File: src/rtl/ght_checkpoint_queue.sv
// Speculative global-history register with an in-order checkpoint queue.
// Pops train the PHT; a mispredicting pop restores history and flushes younger entries.
module ght_checkpoint_queue #(
    parameter int GHT_BIT    = 4,
    parameter int PHT_PC_BIT = 2,
    parameter int DEPTH      = 8
) (
    input  logic                         clock,
    input  logic                         reset,
    input  logic                         pred_valid,
    input  logic                         pred_taken,
    input  logic [31:0]                  pred_pc,
    output logic                         pred_ready,
    output logic [GHT_BIT-1:0]           spec_ght,
    input  logic                         res_valid,
    input  logic                         res_taken,
    output logic                         res_ready,
    output logic                         upd_valid,
    output logic                         upd_taken,
    output logic [GHT_BIT-1:0]           upd_ght,
    output logic [PHT_PC_BIT-1:0]        upd_pc_idx,
    output logic                         mispredict,
    output logic [$clog2(DEPTH+1)-1:0]   count
);

    localparam int CW = $clog2(DEPTH+1);
    localparam int PW = $clog2(DEPTH);

    logic [GHT_BIT-1:0]    snap_mem [DEPTH];
    logic                  bit_mem  [DEPTH];
    logic [PHT_PC_BIT-1:0] idx_mem  [DEPTH];

    logic [PW-1:0]         head_q, head_d, tail_q, tail_d;
    logic [CW-1:0]         count_q, count_d;
    logic [GHT_BIT-1:0]    spec_q, spec_d;

    logic                  upd_valid_q, upd_taken_q, mis_q;
    logic [GHT_BIT-1:0]    upd_ght_q;
    logic [PHT_PC_BIT-1:0] upd_idx_q;

    logic                  push, pop, mis, wr_en;
    logic [GHT_BIT-1:0]    head_snap;
    logic                  head_bit;
    logic [PHT_PC_BIT-1:0] head_idx;

    // Handshakes depend only on registered occupancy.
    assign pred_ready = (count_q < CW'(DEPTH));
    assign res_ready  = (count_q != '0);

    assign head_snap = snap_mem[head_q];
    assign head_bit  = bit_mem[head_q];
    assign head_idx  = idx_mem[head_q];

    always_comb begin
        push    = pred_valid && pred_ready;
        pop     = res_valid && res_ready;
        mis     = pop && (res_taken != head_bit);
        wr_en   = 1'b0;
        head_d  = head_q;
        tail_d  = tail_q;
        count_d = count_q;
        spec_d  = spec_q;
        if (pop) begin
            head_d = head_q + PW'(1);
        end
        if (mis) begin
            // Fetch is being redirected, so a same-cycle push is dropped.
            spec_d  = {head_snap[GHT_BIT-2:0], res_taken};
            head_d  = tail_q;
            count_d = '0;
        end else begin
            if (push) begin
                wr_en  = 1'b1;
                tail_d = tail_q + PW'(1);
                spec_d = {spec_q[GHT_BIT-2:0], pred_taken};
            end
            case ({push, pop})
                2'b10:   count_d = count_q + CW'(1);
                2'b01:   count_d = count_q - CW'(1);
                default: count_d = count_q;
            endcase
        end
    end

    always_ff @(posedge clock) begin
        if (wr_en) begin
            snap_mem[tail_q] <= spec_q;
            bit_mem[tail_q]  <= pred_taken;
            idx_mem[tail_q]  <= pred_pc[PHT_PC_BIT+1:2];
        end
    end

    always_ff @(posedge clock or posedge reset) begin
        if (reset) begin
            head_q      <= '0;
            tail_q      <= '0;
            count_q     <= '0;
            spec_q      <= '0;
            upd_valid_q <= 1'b0;
            upd_taken_q <= 1'b0;
            upd_ght_q   <= '0;
            upd_idx_q   <= '0;
            mis_q       <= 1'b0;
        end else begin
            head_q      <= head_d;
            tail_q      <= tail_d;
            count_q     <= count_d;
            spec_q      <= spec_d;
            upd_valid_q <= pop;
            mis_q       <= mis;
            if (pop) begin
                upd_taken_q <= res_taken;
                upd_ght_q   <= head_snap;
                upd_idx_q   <= head_idx;
            end
        end
    end

    assign spec_ght   = spec_q;
    assign count      = count_q;
    assign upd_valid  = upd_valid_q;
    assign upd_taken  = upd_taken_q;
    assign upd_ght    = upd_ght_q;
    assign upd_pc_idx = upd_idx_q;
    assign mispredict = mis_q;

endmodule

File: config.mk
export PLATFORM = sky130hd
export DESIGN_NAME = ght_checkpoint_queue
export DESIGN_NICKNAME = d
export VERILOG_FILES = /design/src/rtl/ght_checkpoint_queue.sv
export SDC_FILE = /design/constraint.sdc
export NUM_CORES = 1
export LEC_CHECK = 0
export ABC_AREA = 1
export BUFFER_PORTS_ARGS = -buffer_cell sky130_fd_sc_hd__buf_4
export CORE_MARGIN = 8
export CORE_UTILIZATION = 30
export DETAILED_ROUTE_END_ITERATION = 12
export GPL_TIMING_DRIVEN = 0
export MAX_ROUTING_LAYER = met4
export PLACE_DENSITY = 0.54
export SLEW_MARGIN = 20
export SYNTH_ARGS = -nofsm -noshare
export SYNTH_HDL_FRONTEND = slang
export SYNTH_SLANG_ARGS = --single-unit
File: constraint.sdc
create_clock -name clock -period 2.6 [get_ports clock]
set_input_delay 0.26 -clock clock [delete_from_list [all_inputs] [get_ports clock]]
set_output_delay 0.26 -clock clock [all_outputs]
set_load 0.005 [all_outputs]
==> impl_metrics.toml, run 1 <==
[sta]
rsz0062_at_grt = "no"
relSlewSlack_pct = 41.4
drv_slew = 0
layout_setup_ws_ps = 191
period_share_pct = 92.7
skew_ps = 9.23
hold-worst-slack_ps = -11.7
tightestPinTransition_ps = 876
fmax_mhz = 415
final.setup.tns_ps = 0
setup_violations = 0
fin_crit_ps = 2410
hold_viol = 15

[floorplan]
die_w_um = 123
core_area_um2 = 11300
dieArea_um2 = 15200
die-height_um = 123
start_util_pct = 30.5
io_pins = 57
num_rows = 39

[routing]
routed-via-count = 2360
via_per_inst = 4.68
ant_nets = 0
drtIter0Drc = 214
wl_per_cell_um = 16.3
drcViolationCount = 0
drt_pass1_iterations = 4
routed_wl_mm = 8.22

[global_route]
first_global_vias = 2306
overflow = 0
grt_pass1_wl_mm = 12.9
grt_util_all_layers_pct = 11.9
antenna_found_initial = 0
grt_max_degree = 24

[finish]
final_cell_area_um2 = 4210
synthToLayoutAreaGrowth_pct = 21.8
nNetsFinal = 398
final-seq-area_um2 = 2260
multi_input_area_um2 = 1050
drive_gt1_share_pct = 19.9
antennaDiodeCount = 0
fill_cells = 1134

[pwr]
power_leakage_nw = 1.74
finalPower_w = 0.00525
irDropWorstVdd_v = 0.000361
power_density_nw_per_um2 = 1250

[critical_path]
crit_path_frequent_cell = "nand3_2"
worst_r2r_path_depth = 8
worst-r2r-setup-slack_ps = 190
cp_max_fo = 10
cp.buffers_inverters = 2
cp.required_ps = 2560
crit_path_cell_trace = "buf_2, inv_2, nand3_2, nand2_2, nand2_4, nand3_4, nand3_2, nor2_1"
crit_family = "simple AND/OR/NAND/NOR gates"
slowest_stage = "nor2_1"
slowest_delay_ps = 700
rr_endpoint = "bit_mem[2]"
critical_path.startpoint_type = "register"
endpoint_kind = "register"
r2r-start = "head_q[2]"
critPathKind = "register to register"
arrival_ps = 2370

[synth]
syn-num-nets = 360
synth_cells = 318
synth_area_leaders = "edfxtp_1 (49%), dfrtp_1 (17%), nand2_1 (6.9%)"
ys_ff_latch = 79
seq_area_frac_synth_pct = 65.3
synth.distinct_cells = 30
yosysTopAreaCell = "edfxtp_1"
syn_area_per_cell_um2 = 10.9
yosysTopAreaCellShare_pct = 48.6
synth.cell_area_um2 = 3460
yosys_warnings = 0

[clocking]
cts_buffer_depth = 2
root_buffer = "clkbuf_16"
clk_latency_ps = 340
postCtsSetupBuffers = 0
cts_buffers = 9
tritoncts = "built"
cts_max_level = 3
postCtsHoldBufs = 0
cts_resized = 0
clk_pin_slew_ps = 60
cts.sinks = 79

[placement]
dp_hpwl_mm = 5.45
gp_congestion = 0.819
port-buffer-count = 26
place_ws_ps = 185
placed_area_um2 = 3860

[flow_run]
drv_cap = 0

[outcome]
status = "complete, but fails checks"
violations = "hold timing"

[worst_hold_path]
hold_class = "input pin to asynchronous set/reset pin"
## report_power, final
| part | internal, W | total, W | switching (W) |
|---|---|---|---|
| logic | 0.000686 | 0.00185 | 0.00116 |
| registers | 0.00169 | 0.00194 | 0.000242 |
| clock network | 0.000951 | 0.00147 | 0.000518 |
| total | 0.00333 | 0.00525 | 0.00192 |
## logic make-up (layout without fill, tap and decap cells)
| family | after synthesis | after routing | synth area share (%) |
|---|---|---|---|
| and+or+nand+nor | 143 | 143 | 19.6 |
| DFF | 79 | 79 | 65.3 |
| AOI/OAI and AO/OA | 50 | 50 | 8.22 |
| buffers and inverters | 40 | 83 | 4.92 |
| adders and majority gates | 4 | 4 | 1.45 |
| xor gates and xnor gates | 2 | 2 | 0.507 |
## routing by layer
layer | share of wire [%] | vias up | global-route usage, %
met1 | 46 | 1123 | 15.1
li1 | - | 1173 | -
met4 | 1.1 | 0 | 5.72
met2 | 48 | 59 | 17.7
met3 | 5.8 | 5 | 2.60
met5 | 0 | - | -
## metrics by stage
step | hold slack [ps] | instances | util [%]
finish | -11.7 | 504 | 37.2
global route | 33.3 | 504 | 37.2
CTS | 146 | 504 | 37.2
global placement | 472 | 487 | 33.8
detailed placement | 471 | 488 | 34.1
floorplan | 262 | 318 | -
## cells in the final DEF (no fill, tap or decap), types with 2 or more instances in the layout
master and n:
buf_2 4, nor3_2 4, nor2_1 35, buf_6 2, buf_4 27, inv_1 25, ha_1 4, nand3_1 22
o211ai_1 3, nand2_2 4, clkbuf_16 9, dfrtp_1 23, o221ai_1 3, inv_6 2, a21oi_1 3, clkbuf_1 4
a31oi_1 3, o21ai_1 2, o22ai_1 9, nand2_1 64, nand3_2 6, edfxtp_1 56, bufinv_16 3, inv_2 4
o21ai_0 27, nand2_4 3
## area by class of cell
| class | instances | share of cell area, % |
|---|---|---|
| plain buffers | 11 | 1.46 |
| inverters | 29 | 2.59 |
| clock buffers | 9 | 5.35 |
| repair buffers | 27 | 4.81 |
| flip-flops and latches | 79 | 53.6 |
| clock inverters | 7 | 3.00 |
| multi-input cells | 199 | 24.9 |
| well taps | 143 | 4.25 |
## worst reg2reg max path, delay by kind of cell (launching register included)
family / cells / cell delay [ps]
flip-flops: 1 / 350
buffers and inverters: 2 / 400
AND/OR/NAND/NOR: 6 / 1270
## how the worst max path moves through the flow
stage,from,endpoint,slack [ps],cells after the start
final,head_q[2],bit_mem[2],190,8
after floorplan,head_q[0],bit_mem[1],570,8
after global routing,head_q[0],snap_mem[0][2],30,9
after CTS,head_q[0],bit_mem[0],170,9
after detailed placement,head_q[2],bit_mem[0],190,8
after global placement,head_q[0],idx_mem[1][0],-240,9
## state kept, by name, indices dropped and copies added, names as in the netlist
| register | cells |
|---|---|
| snap_mem | 32 |
| idx_mem | 16 |
| bit_mem | 8 |
| count | 4 |
| spec_ght | 4 |
| upd_ght | 4 |
| head_q | 3 |
| tail_q | 3 |
| upd_pc_idx | 2 |
| mispredict | 1 |
| upd_taken | 1 |
| upd_valid | 1 |
## synthesized netlist by cell type, drive strengths merged
cell type and n:
a31oi 3, nand3 29, clkbuf 4, nand3b 1, or2 1, o21ai 29
o211ai 3, buf 7, edfxtp 56, inv 29, nand2 71, dfrtp 23
xnor2 1, nor3 4, o221ai 3, nor2 36, o22ai 9, nand4 1
xor2 1, ha 4, a21oi 3
No activity file was read; power rests on OpenSTA's default activity.
==> inputs of run 2 (changes only) <==
Settings changed: BUFFER_PORTS_ARGS -buffer_cell sky130_fd_sc_hd__buf_4 to unset, DONT_BUFFER_PORTS set to 1, PLACE_DENSITY 0.54 to 0.5, SKIP_LAST_GASP set to 1.
==> run 2 against run 1 <==
Effect of this change:
- the run now ends clean
- critical path depth is the same
- final area decreased by 4.4%
- combinational power shrank 11%
- wire length grew 5.6%
- hold slack better by 25 ps
- critical path type unchanged
==> impl_metrics.toml, run 2 (synthesized netlist as in run 1, its figures left out) <==
[outcome]
status = "complete, no violations"

[floorplan]
io_pins = 57
dieArea_um2 = 15200
num_rows = 39
start_util_pct = 30.5
die_w_um = 123
die-height_um = 123
core_area_um2 = 11300

[critical_path]
slowest_delay_ps = 730
endpoint_kind = "register"
cp_max_fo = 10
critical_path.startpoint_type = "register"
slowest_stage = "nor2_1"
crit_path_cell_trace = "buf_2, inv_2, nand3_2, nand2_2, nand2_4, nand3_4, nand3_2, nor2_1"
critPathKind = "register to register"
worst-r2r-setup-slack_ps = 170
cp.required_ps = 2560
crit_path_frequent_cell = "nand3_2"
arrival_ps = 2390

[sta]
final.setup.tns_ps = 0
hold_viol = 0
fin_crit_ps = 2430
relSlewSlack_pct = 38.1
drv_slew = 0
period_share_pct = 93.5
rsz0062_at_grt = "no"
skew_ps = 6.81
fmax_mhz = 411
tightestPinTransition_ps = 925
setup_violations = 0

[clocking]
cts.sinks = 79
clk_pin_slew_ps = 60
cts_buffers = 9
cts_max_level = 3
cts_buffer_depth = 2
root_buffer = "clkbuf_16"
clk_latency_ps = 340
tritoncts = "built"

[finish]
utilization_pct = 35.5
final_cell_mix = "nand2_1 (64), edfxtp_1 (56), nor2_1 (35), o21ai_0 (27), inv_1 (25)"
top_regs = "snap_mem: 32 flops, idx_mem: 16 flops, bit_mem: 8 flops"
drive_gt1_share_pct = 13.6
nNetsFinal = 376
synthToLayoutAreaGrowth_pct = 16.4
antennaDiodeCount = 0
finalNonFillerCells = 482
top_register = "snap_mem"
largest_reg_flops = 32
layout_commonest_cell = "nand2_1"

[global_route]
grt_max_degree = 24
grt_pass1_wl_mm = 13.3
first_global_vias = 2247
overflow = 0
grt_util_all_layers_pct = 12.4
antenna_found_initial = 0

[placement]
dp_cells = 463
port-buffer-count = 0
dp_hpwl_mm = 5.66
gp_congestion = 0.760

[pwr]
power_leakage_nw = 1.61
power_density_nw_per_um2 = 1240
irDropWorstVdd_v = 0.000365
finalPower_w = 0.00499

[routing]
routed-via-count = 2335
wl_per_cell_um = 18.0
wl_met2_mm = 4.10
highest_layer = "met4"
drtIter0Drc = 179
met3_wirelength_um = 469
via_per_inst = 4.84
routed_wl_mm = 8.68
ant_nets = 0
wl_met1_mm = 3.89
drcViolationCount = 0
drt_pass1_iterations = 4

[flow_run]
drv_cap = 0

[worst_hold_path]
hold_class = "input pin to register"
-- run 2: per-layer routing --
metal  vias up  GRT usage (%)
met2        48           18.9
met4         0           6.85
li1       1129              -
met1      1143           15.0
met5         -              -
met3        15           3.01
-- run 2: metrics by stage --
step | hold slack (ps) | instance area, µm² | worst slack [ps]
floorplan | 262 | 3460 | 574
global placement | 359 | 3640 | -250
detailed placement | 256 | 3670 | -36.6
CTS | 1.66 | 4000 | 127
global route | 4.11 | 4020 | 16.3
finish | 13.7 | 4020 | 168
-- run 2: report_power, final --
part	total (W)	internal (W)	switching [W]	leakage, nW
Sequential	0.00198	0.00169	0.000284	0.792
Combinational	0.00164	0.000531	0.00111	0.666
Clock	0.00136	0.000849	0.000514	0.154
-- run 2: layout make-up --
type	count	area, µm²
multi-input cells	199	1050
flip-flops and latches	79	2260
clock buffers	10	229
inverters	29	109
plain buffers	11	61.3
fillers	1103	7300
well taps	143	179
clock inverters	6	93.8
repair buffers	5	45.0
-- run 2: path summary, 6_finish.rpt --
path,cells after the start,startpoint,end
hold reg to reg,2,upd_ght[3],upd_ght[3]
setup reg to reg,8,head_q[2],snap_mem[2][1]
max in group asynchronous,2,reset,tail_q[0]
setup / recovery,8,head_q[2],snap_mem[2][1]
min in group asynchronous,2,reset,upd_ght[0]
hold / removal,0,pred_pc[2],idx_mem[5][0]
-- run 2: what timing repair did --
item                       CTS  global route
hold buffers                 1             2
gates resized for setup      1             0
hold endpoints to repair    23            12
setup endpoints to repair    7             0
buffers inserted             0             0
-- run 2: worst max-delay path: cells and delay by family (launching register included) --
kind / cells / cell delay (ps)
flip-flops: 1 / 360
AND/OR/NAND/NOR: 6 / 1280
buffers and inverters: 2 / 400
